===== src/rtl/alu_defs.sv =====
// rtl/alu_defs.sv - shared ALU control and sequencer state encodings
package alu_defs;

  localparam logic [2:0] ALU_ADD = 3'd2;
  localparam logic [2:0] ALU_SUB = 3'd3;
  localparam logic [2:0] ALU_AND = 3'd4;
  localparam logic [2:0] ALU_OR  = 3'd5;
  localparam logic [2:0] ALU_NOR = 3'd6;
  localparam logic [2:0] ALU_XOR = 3'd7;

  typedef enum logic [1:0] {
    IDLE = 2'd0,
    RUN  = 2'd1,
    DONE = 2'd2
  } state_e;

  // Carry and overflow only carry meaning for the adder operations.
  function automatic logic is_arith(input logic [2:0] c);
    return (c == ALU_ADD) || (c == ALU_SUB);
  endfunction

endpackage


===== src/rtl/alu1.sv =====
// rtl/alu1.sv - one-bit ALU slice
module alu1
  import alu_defs::*;
(
  input  logic       a,
  input  logic       b,
  input  logic       cin,
  input  logic [2:0] control,
  output logic       result,
  output logic       cout
);

  logic bx;
  logic sum;
  logic carry;

  // B is inverted for SUB; the +1 of two's complement comes in through cin.
  always_comb begin
    bx     = b ^ (control == ALU_SUB);
    sum    = a ^ bx ^ cin;
    carry  = (a & bx) | (cin & (a ^ bx));
    result = 1'b0;
    cout   = 1'b0;
    case (control)
      ALU_ADD, ALU_SUB: begin
        result = sum;
        cout   = carry;
      end
      ALU_AND: result = a & b;
      ALU_OR:  result = a | b;
      ALU_NOR: result = ~(a | b);
      ALU_XOR: result = a ^ b;
      default: begin
        result = 1'b0;
        cout   = 1'b0;
      end
    endcase
  end

endmodule


===== src/rtl/serial_alu_seq.sv =====
// rtl/serial_alu_seq.sv - bit-serial ALU sequencer driving one alu1 slice LSB first
module serial_alu_seq
  import alu_defs::*;
#(
  parameter int WIDTH = 32
) (
  input  logic             clock,
  input  logic             reset_n,
  input  logic             start,
  input  logic [2:0]       control,
  input  logic [WIDTH-1:0] A,
  input  logic [WIDTH-1:0] B,
  output logic             ready,
  output logic             done,
  output logic [WIDTH-1:0] out,
  output logic             carryout,
  output logic             overflow,
  output logic             zero,
  output logic             negative
);

  localparam int CW = $clog2(WIDTH);
  localparam logic [CW-1:0] LAST = CW'(WIDTH - 1);

  state_e           state;
  state_e           next_state;
  logic             accept;
  logic             step;
  logic             finish;

  logic [WIDTH-1:0] a_sh;
  logic [WIDTH-1:0] b_sh;
  logic [WIDTH-1:0] res_sh;
  logic [WIDTH-1:0] res_next;
  logic [2:0]       op;
  logic             carry;
  logic [CW-1:0]    cnt;

  logic             slice_res;
  logic             slice_cout;

  alu1 u_alu1 (
    .a       (a_sh[0]),
    .b       (b_sh[0]),
    .cin     (carry),
    .control (op),
    .result  (slice_res),
    .cout    (slice_cout)
  );

  assign res_next = {slice_res, res_sh[WIDTH-1:1]};
  assign ready    = (state != RUN);

  // State register.
  always_ff @(posedge clock) begin
    if (!reset_n) begin
      state <= IDLE;
    end else begin
      state <= next_state;
    end
  end

  // Next state plus the capture/step/finish strobes for the datapath.
  always_comb begin
    next_state = state;
    accept     = 1'b0;
    step       = 1'b0;
    finish     = 1'b0;
    case (state)
      IDLE: begin
        if (start) begin
          accept     = 1'b1;
          next_state = RUN;
        end
      end
      RUN: begin
        step = 1'b1;
        if (cnt == LAST) begin
          finish     = 1'b1;
          next_state = DONE;
        end
      end
      DONE: begin
        if (start) begin
          accept     = 1'b1;
          next_state = RUN;
        end else begin
          next_state = IDLE;
        end
      end
      default: next_state = IDLE;
    endcase
  end

  // Operand shifting, carry chaining, result assembly and flag capture.
  // On the last bit, carry still holds the MSB carry-in, so overflow is
  // formed from it and the slice carry-out without a separate latch.
  always_ff @(posedge clock) begin
    if (!reset_n) begin
      a_sh     <= '0;
      b_sh     <= '0;
      res_sh   <= '0;
      op       <= '0;
      carry    <= 1'b0;
      cnt      <= '0;
      done     <= 1'b0;
      out      <= '0;
      carryout <= 1'b0;
      overflow <= 1'b0;
      zero     <= 1'b1;
      negative <= 1'b0;
    end else begin
      done <= finish;
      if (accept) begin
        a_sh     <= A;
        b_sh     <= B;
        op       <= control;
        carry    <= (control == ALU_SUB);
        cnt      <= '0;
        res_sh   <= '0;
        out      <= '0;
        carryout <= 1'b0;
        overflow <= 1'b0;
        zero     <= 1'b0;
        negative <= 1'b0;
      end else if (step) begin
        a_sh   <= a_sh >> 1;
        b_sh   <= b_sh >> 1;
        res_sh <= res_next;
        carry  <= slice_cout;
        cnt    <= cnt + 1'b1;
        if (finish) begin
          out      <= res_next;
          carryout <= is_arith(op) & slice_cout;
          overflow <= is_arith(op) & (carry ^ slice_cout);
          zero     <= (res_next == '0);
          negative <= slice_res;
        end
      end
    end
  end

endmodule

===== config.mk =====
export PLATFORM = sky130hd
export DESIGN_NAME = serial_alu_seq
export DESIGN_NICKNAME = d
export VERILOG_FILES = /design/src/rtl/alu_defs.sv /design/src/rtl/alu1.sv /design/src/rtl/serial_alu_seq.sv
export SDC_FILE = /design/constraint.sdc
export NUM_CORES = 1
export LEC_CHECK = 0
export CORE_MARGIN = 2
export CORE_UTILIZATION = 30
export DETAILED_ROUTE_END_ITERATION = 8
export PLACE_DENSITY_LB_ADDON = 0.08
export RECOVER_POWER = 100
export SLEW_MARGIN = 25
export SYNTH_ARGS = -nofsm -noshare
export SYNTH_HDL_FRONTEND = slang
export SYNTH_SLANG_ARGS = --single-unit
export TNS_END_PERCENT = 20

===== constraint.sdc =====
create_clock -name clock -period 2.6 [get_ports clock]
set_input_delay 0.39 -clock clock [delete_from_list [all_inputs] [get_ports clock]]
set_output_delay 0.39 -clock clock [all_outputs]
set_load 0.02 [all_outputs]

Word-level counts from Yosys, hierarchy flattened

Cells that the tools add are included.

Register bits: 144
Input port bits: 70
Output and inout port bits: 38
Logic and storage cells: 72

Add/sub/neg operators: 1
Eq/ne operators: 13
Multiplexer cells: 20
Bitwise operators: 14
Reductions and logical operators: 11

Operators with widths:

| kind                | count |
|---|---|
| $mux 32             | 4 |
| $logic_not 32->1    | 1 |
| $eq 3x3->1 const B  | 4 |
| $mux 1              | 12 |
| $eq 3x2->1 const B  | 3 |
| $pmux 2 s3          | 1 |
| $reduce_and 2->1    | 3 |
| $reduce_or 2->1     | 3 |
| $add 5x1->5 const B | 1 |
| $and 1x1->1         | 5 |
| $eq 5x5->1 const B  | 1 |
| $pmux 1 s5          | 1 |
| $xor 1x1->1         | 5 |
| $mux 2              | 2 |
| $ne 2x2->1 const B  | 2 |
| $reduce_bool 2->1   | 2 |
| $eq 2x1->1 const B  | 1 |
| $eq 2x2->1 const B  | 1 |
| $logic_not 2->1     | 1 |
| $ne 2x1->1 const B  | 1 |
| $not 1->1           | 2 |
| $or 1x1->1          | 2 |
| $logic_or 1x1->1    | 1 |

Logic depth before layout (Yosys ltp)

Depth after elaboration: 9
Gate-level depth with buffers: 8
Mapped depth without buffers: 7

Modules after synthesis

A second synthesis with hierarchy kept.

Cells, all modules: 685
Area total of the unflattened synthesis: 5536.6 um^2

By module, submodules not included:

| module         | times used | cells each | area an instance (um^2) | sequential area each (um^2) |
|---|---|---|---|---|
| serial_alu_seq | 1          | 669        | 5416.4                  | 2842.7 |
| alu1           | 1          | 16         | 120.1                   | 0.0 |

Least setup slack after synthesis

No wires, ideal clock.

Path kind: flip-flop to flip-flop
Start: register op[1]
End: register zero
Setup time: 0.069 ns
Arrival time: 1.871 ns
Data required time: 2.531 ns
Setup slack: 0.660 ns
Stages on the path, launching flop included: 8
Path buffers: 0
Clock period less this slack: 1.940 ns
Cells stage by stage: dfxtp_1 -> nor2b_1 -> nand2_1 -> xnor2_1 -> fa_1 -> a221oi_1 -> o31ai_1 -> o21ai_1

Word-level cells in the longest chain between the ends: 9
Elaborated cells between the ends (all ways): 15
Those cells by class: 6 x eq/ne; 4 x mux; 3 x bitwise; 2 x reduce/logical

RTL lines:

| element                   | RTL line               | RTL |
|---|---|---|
| from (decl)               | serial_alu_seq.sv:35   | `logic [2:0] op;` |
| from (signal assigned)    | serial_alu_seq.sv:117  | `op <= control;` |
| $eq 3x2->1                | alu1.sv:19, alu1.sv:24 |  |
| $xor 1x1->1               | alu1.sv:19             | `bx = b ^ (control == ALU_SUB);` |
| $xor 1x1->1 (2 in series) | alu1.sv:20             | `sum = a ^ bx ^ cin;` |
| $pmux 1 s5 (*)            | alu1.sv:24             | `case (control)` |
| $logic_not 32->1 (*)      | serial_alu_seq.sv:136  | `zero <= (res_next == '0);` |
| $mux 1 (*)                | serial_alu_seq.sv:132  | `if (finish) begin` |
| $mux 1 (*)                | serial_alu_seq.sv:126  | `end else if (step) begin` |
| $mux 1 (*)                | serial_alu_seq.sv:114  | `if (accept) begin` |
| to (signal assigned)      | serial_alu_seq.sv:136  |  |
| to (decl)                 | serial_alu_seq.sv:18   | `output logic zero,` |

Every way passes the cells marked *; elsewhere a longest branch is shown, timed or not. The select of a mux whose other input is x is not followed.
A chain may end at the register's enable or synchronous reset.

Worst setup path after layout

Start: register state[0]
End: output ready

Word-level cells in the longest chain between the ends: 1

RTL lines:

| element                | RTL line             | RTL |
|---|---|---|
| from (decl)            | serial_alu_seq.sv:25 | `state_e state;` |
| from (signal assigned) | serial_alu_seq.sv:59 | `state <= next_state;` |
| $ne 2x1->1             | serial_alu_seq.sv:52 | `assign ready = (state != RUN);` |
| to (decl)              | serial_alu_seq.sv:13 | `output logic ready,` |

Every way passes these cells.

==> run_results.csv <==
group,metric,value,unit
global_route,grt.overflow.total,0,
logic_synthesis,synth_top_family_by_area,"simple AND/OR/NAND/NOR gates",
die,ioPinCount,108,
global_route,antenna_found_initial,0,
critical_path,reg2reg_depth,7,
route,via_per_inst,4.87,
critical_path,crit_family,"buffers and inverters",
hold_path,min_from,"out[27]$_SDFFE_PP0P_",
die,die_h,140,um
sta,report.final.slew_viol_count,0,
pwr,vdd_drop_max,0.000448,V
status,status,"finished, final reports clean",
hold_path,min_path_cells,2,
sta,min_period,2280,ps
global_route,use_met2,0.232,
hold_path,hold_class,"reg -> reg",
critical_path,required,2210,ps
cts,worstSkewPairLatency,420,ps
global_route,grt_use_met1,0.192,
route,drt-total-wl,14000,um
critical_path,cpMaxStageDelayCell,"clkdlybuf4s50_1",
critical_path,path_class,"reg -> out",
critical_path,rr_endpoint,"zero$_SDFFE_PN1P_",
sta,rsz0062_at_grt,"false",
logic_synthesis,postSynth.asyncResetShare,0,
route,dr_total_vias,4912,
cts,clkTransAtPathRegs,50,ps
layout,fin_nets,841,
die,core,0.0180,mm^2
logic_synthesis,yosysUniqueCellTypes,40,
place,place_ws,420,ps
sta,tightest_slew,752,ps
cts,cts_hold_buf,0,
place,dpl.hpwl,9270,um
global_route,use_met3,0.0465,
die,die_area,0.0196,mm^2
sta,fin_crit_sh,0.877,
cts,clock_path_buffers,2,
logic_synthesis,synth_fa_ha_area_frac,0.0127,
place,placed_cell_area,0.00675,mm^2
run,cap_violations,0,
logic_synthesis,yosys.area_share.xor_xnor,0.00791,
logic_synthesis,yosysTopAreaCell,"dfxtp_1",
sta,clock.fmax,0.439,GHz
route,drcViolationCount,0,
sta,holdWs,450,ps
logic_synthesis,netlist_area,0.00554,mm^2
critical_path,crit_arrival,1890,ps
route,wire_per_inst,13.9,um
logic_synthesis,syn_inst,682,
route,drt_first_iter_violations,255,
die,initial_core_util,0.307,
critical_path,rrSetupSlack,440,ps
cts,clock-sinks,142,
critical_path,critPathMaxFanout,4,
route,drt-pass1-iter-count,4,
global_route,grt_max_degree,72,
logic_synthesis,ys_top_cells_by_area,"dfxtp_1, nand2_1, a21oi_1",
critical_path,startpoint_type,"flip-flop",
logic_synthesis,syn_area_per_cell,8.12,um^2
hold_path,hold_path_end,"out[27]$_SDFFE_PP0P_",
cts,cts_setup_buffers,0,
logic_synthesis,syn_nets,757,
pwr,p_per_area,723,mW/mm^2
cts,cts_resized,0,
logic_synthesis,synthMuxAreaShare,0.00181,
logic_synthesis,ys.flop_type,"dfxtp_1",
die,num_rows,49,
cts,cts_max_level,4,
place,gp_congestion,0.770,
pwr,power.leakage,2.66,nW
critical_path,worstPathCellList,"nor2b_1 -> inv_1 -> clkdlybuf4s50_1",
cts,clockRootBuffer,"clkbuf_16",
critical_path,timing.rr.start,"op[1]$_SDFFE_PN0P_",
logic_synthesis,synth_edf_count,0,
global_route,track_usage,0.147,
critical_path,cpPeakStageDelay,600,ps
sta,hold_viol,0,
layout,syn_to_final_growth,31.9,%
global_route,top_usage_layer,"met2",
logic_synthesis,synth-compound-area-share,0.165,
route,postRouteAntennaNets,0,
critical_path,end_kind,"output port",
cts,cts_made_buffers,17,
place,portBuffers,107,
logic_synthesis,synth_top_area_share,0.514,
logic_synthesis,yosysSeqAreaShare,0.514,
sta,finalWorstSetupSlack,321,ps
logic_synthesis,ys_seq_elements,142,
sta,slew_headroom,0.498,
sta,fin_tns_setup,0,ps
global_route,grt_pass1_wl,23300,um
sta,fin_skew,7.01,ps
logic_synthesis,synthSimpleGateAreaFrac,0.239,
layout,drive_gt1_frac,0.0539,
logic_synthesis,yosys_warnings,0,
sta,final-setup-viol-count,0,
layout,fin_area,0.00730,mm^2
pwr,total_power,5.28,mW
layout,fillers,1832,
die,fp.dieW,140,um
global_route,grt_pass1_vias,4659,
cts,cts_tree,"done",
layout,diodes,0,
critical_path,path_buf_inv,2,
[layout make-up]
| class | count | area (um^2) | area share |
|---|---|---|---|
| multi-input combinational | 480 | 2350 | 0.323 |
| sequential | 142 | 2840 | 0.389 |
| tap | 229 | 287 | 0.0393 |
| timing repair buffer | 119 | 1200 | 0.165 |
| inverter | 6 | 22.5 | 0.00309 |
| clock inverter | 5 | 77.6 | 0.0106 |
| clock buffer | 27 | 513 | 0.0703 |
[cell usage in the layout (no fill, tap or decap), types with 5 or more instances in the layout]
cell type and instances:
clkbuf_16 17, nor4_1 6, clkdlybuf4s50_1 69, nor3_1 34, inv_1 5, nand2_1 197
clkbuf_8 5, a311oi_1 25, clkbuf_1 6, dfxtp_1 142, o22ai_1 32, a22oi_1 6
a21oi_1 74, nor2_1 69, dlygate4sd3_1 38
[kinds of logic (layout without fill, tap and decap cells)]
| kind of cell | count (synthesis) | count (layout) |
|---|---|---|
| and+or+nand+nor | 322 | 322 |
| adders and majority gates | 5 | 5 |
| xor gates and xnor gates | 5 | 5 |
| buffers and inverters | 60 | 157 |
| AOI/OAI and AO/OA | 147 | 147 |
| DFF | 142 | 142 |
| muxes | 1 | 1 |
[power breakdown]
group          internal (mW)  leakage, nW  switching [mW]
Sequential              2.28         1.16          0.0592
Combinational          0.230         1.22           0.282
Clock                   1.54        0.288           0.885
Total                   4.05         2.66            1.23
[Yosys cell counts, drive strengths merged (2+ instances only)]
cell and n:
nand2 197, dfxtp 142, a21oi 74, nor2 69
buf 37, nor3 34, o22ai 32, a311oi 25
clkbuf 17, nor4 7, a22oi 6, inv 6
ha 4, nor2b 4, a211oi 3, nand3 3
xor2 3, nand4 2, xnor2 2
[layer usage]
metal  wire (um)  vias up
met5           0        -
met4         177        0
met3         656       10
met2        6710      108
met1        6470     2304
li1            -     2490
[worst max path at each step]
stage | from | to | slack, ps | cells after the start
after global routing | op[1]$_SDFFE_PN0P_ | zero$_SDFFE_PN1P_ | 180 | 7
after global placement | start | b_sh[31]$_SDFFE_PN0P_ | 480 | 5
final | state[0]$_SDFFE_PN0P_ | ready | 320 | 3
after detailed placement | start | b_sh[31]$_SDFFE_PN0P_ | 420 | 5
after floorplan | op[1]$_SDFFE_PN0P_ | zero$_SDFFE_PN1P_ | 660 | 7
after CTS | state[0]$_SDFFE_PN0P_ | ready | 460 | 3
[worst min-delay path, delay by kind of cell (launching register included)]
family          cells  cell delay [ps]
flops               1              300
simple gates        1               50
compound gates      1               50
[registers in the layout, summed over array words and instances (netlist names)]
register	flops
zero	1
done	1
overflow	1
state	2
carry	1
cnt	5
b_sh	32
out	32
op	3
a_sh	32
res_sh	31
carryout	1
[through the flow]
step,cells,utilization
floorplan,682,-
global placement,976,0.374
detailed placement,976,0.374
CTS,1008,0.407
global route,1008,0.405
finish,1008,0.405
Note: power is estimated with default switching activity, not from simulation.
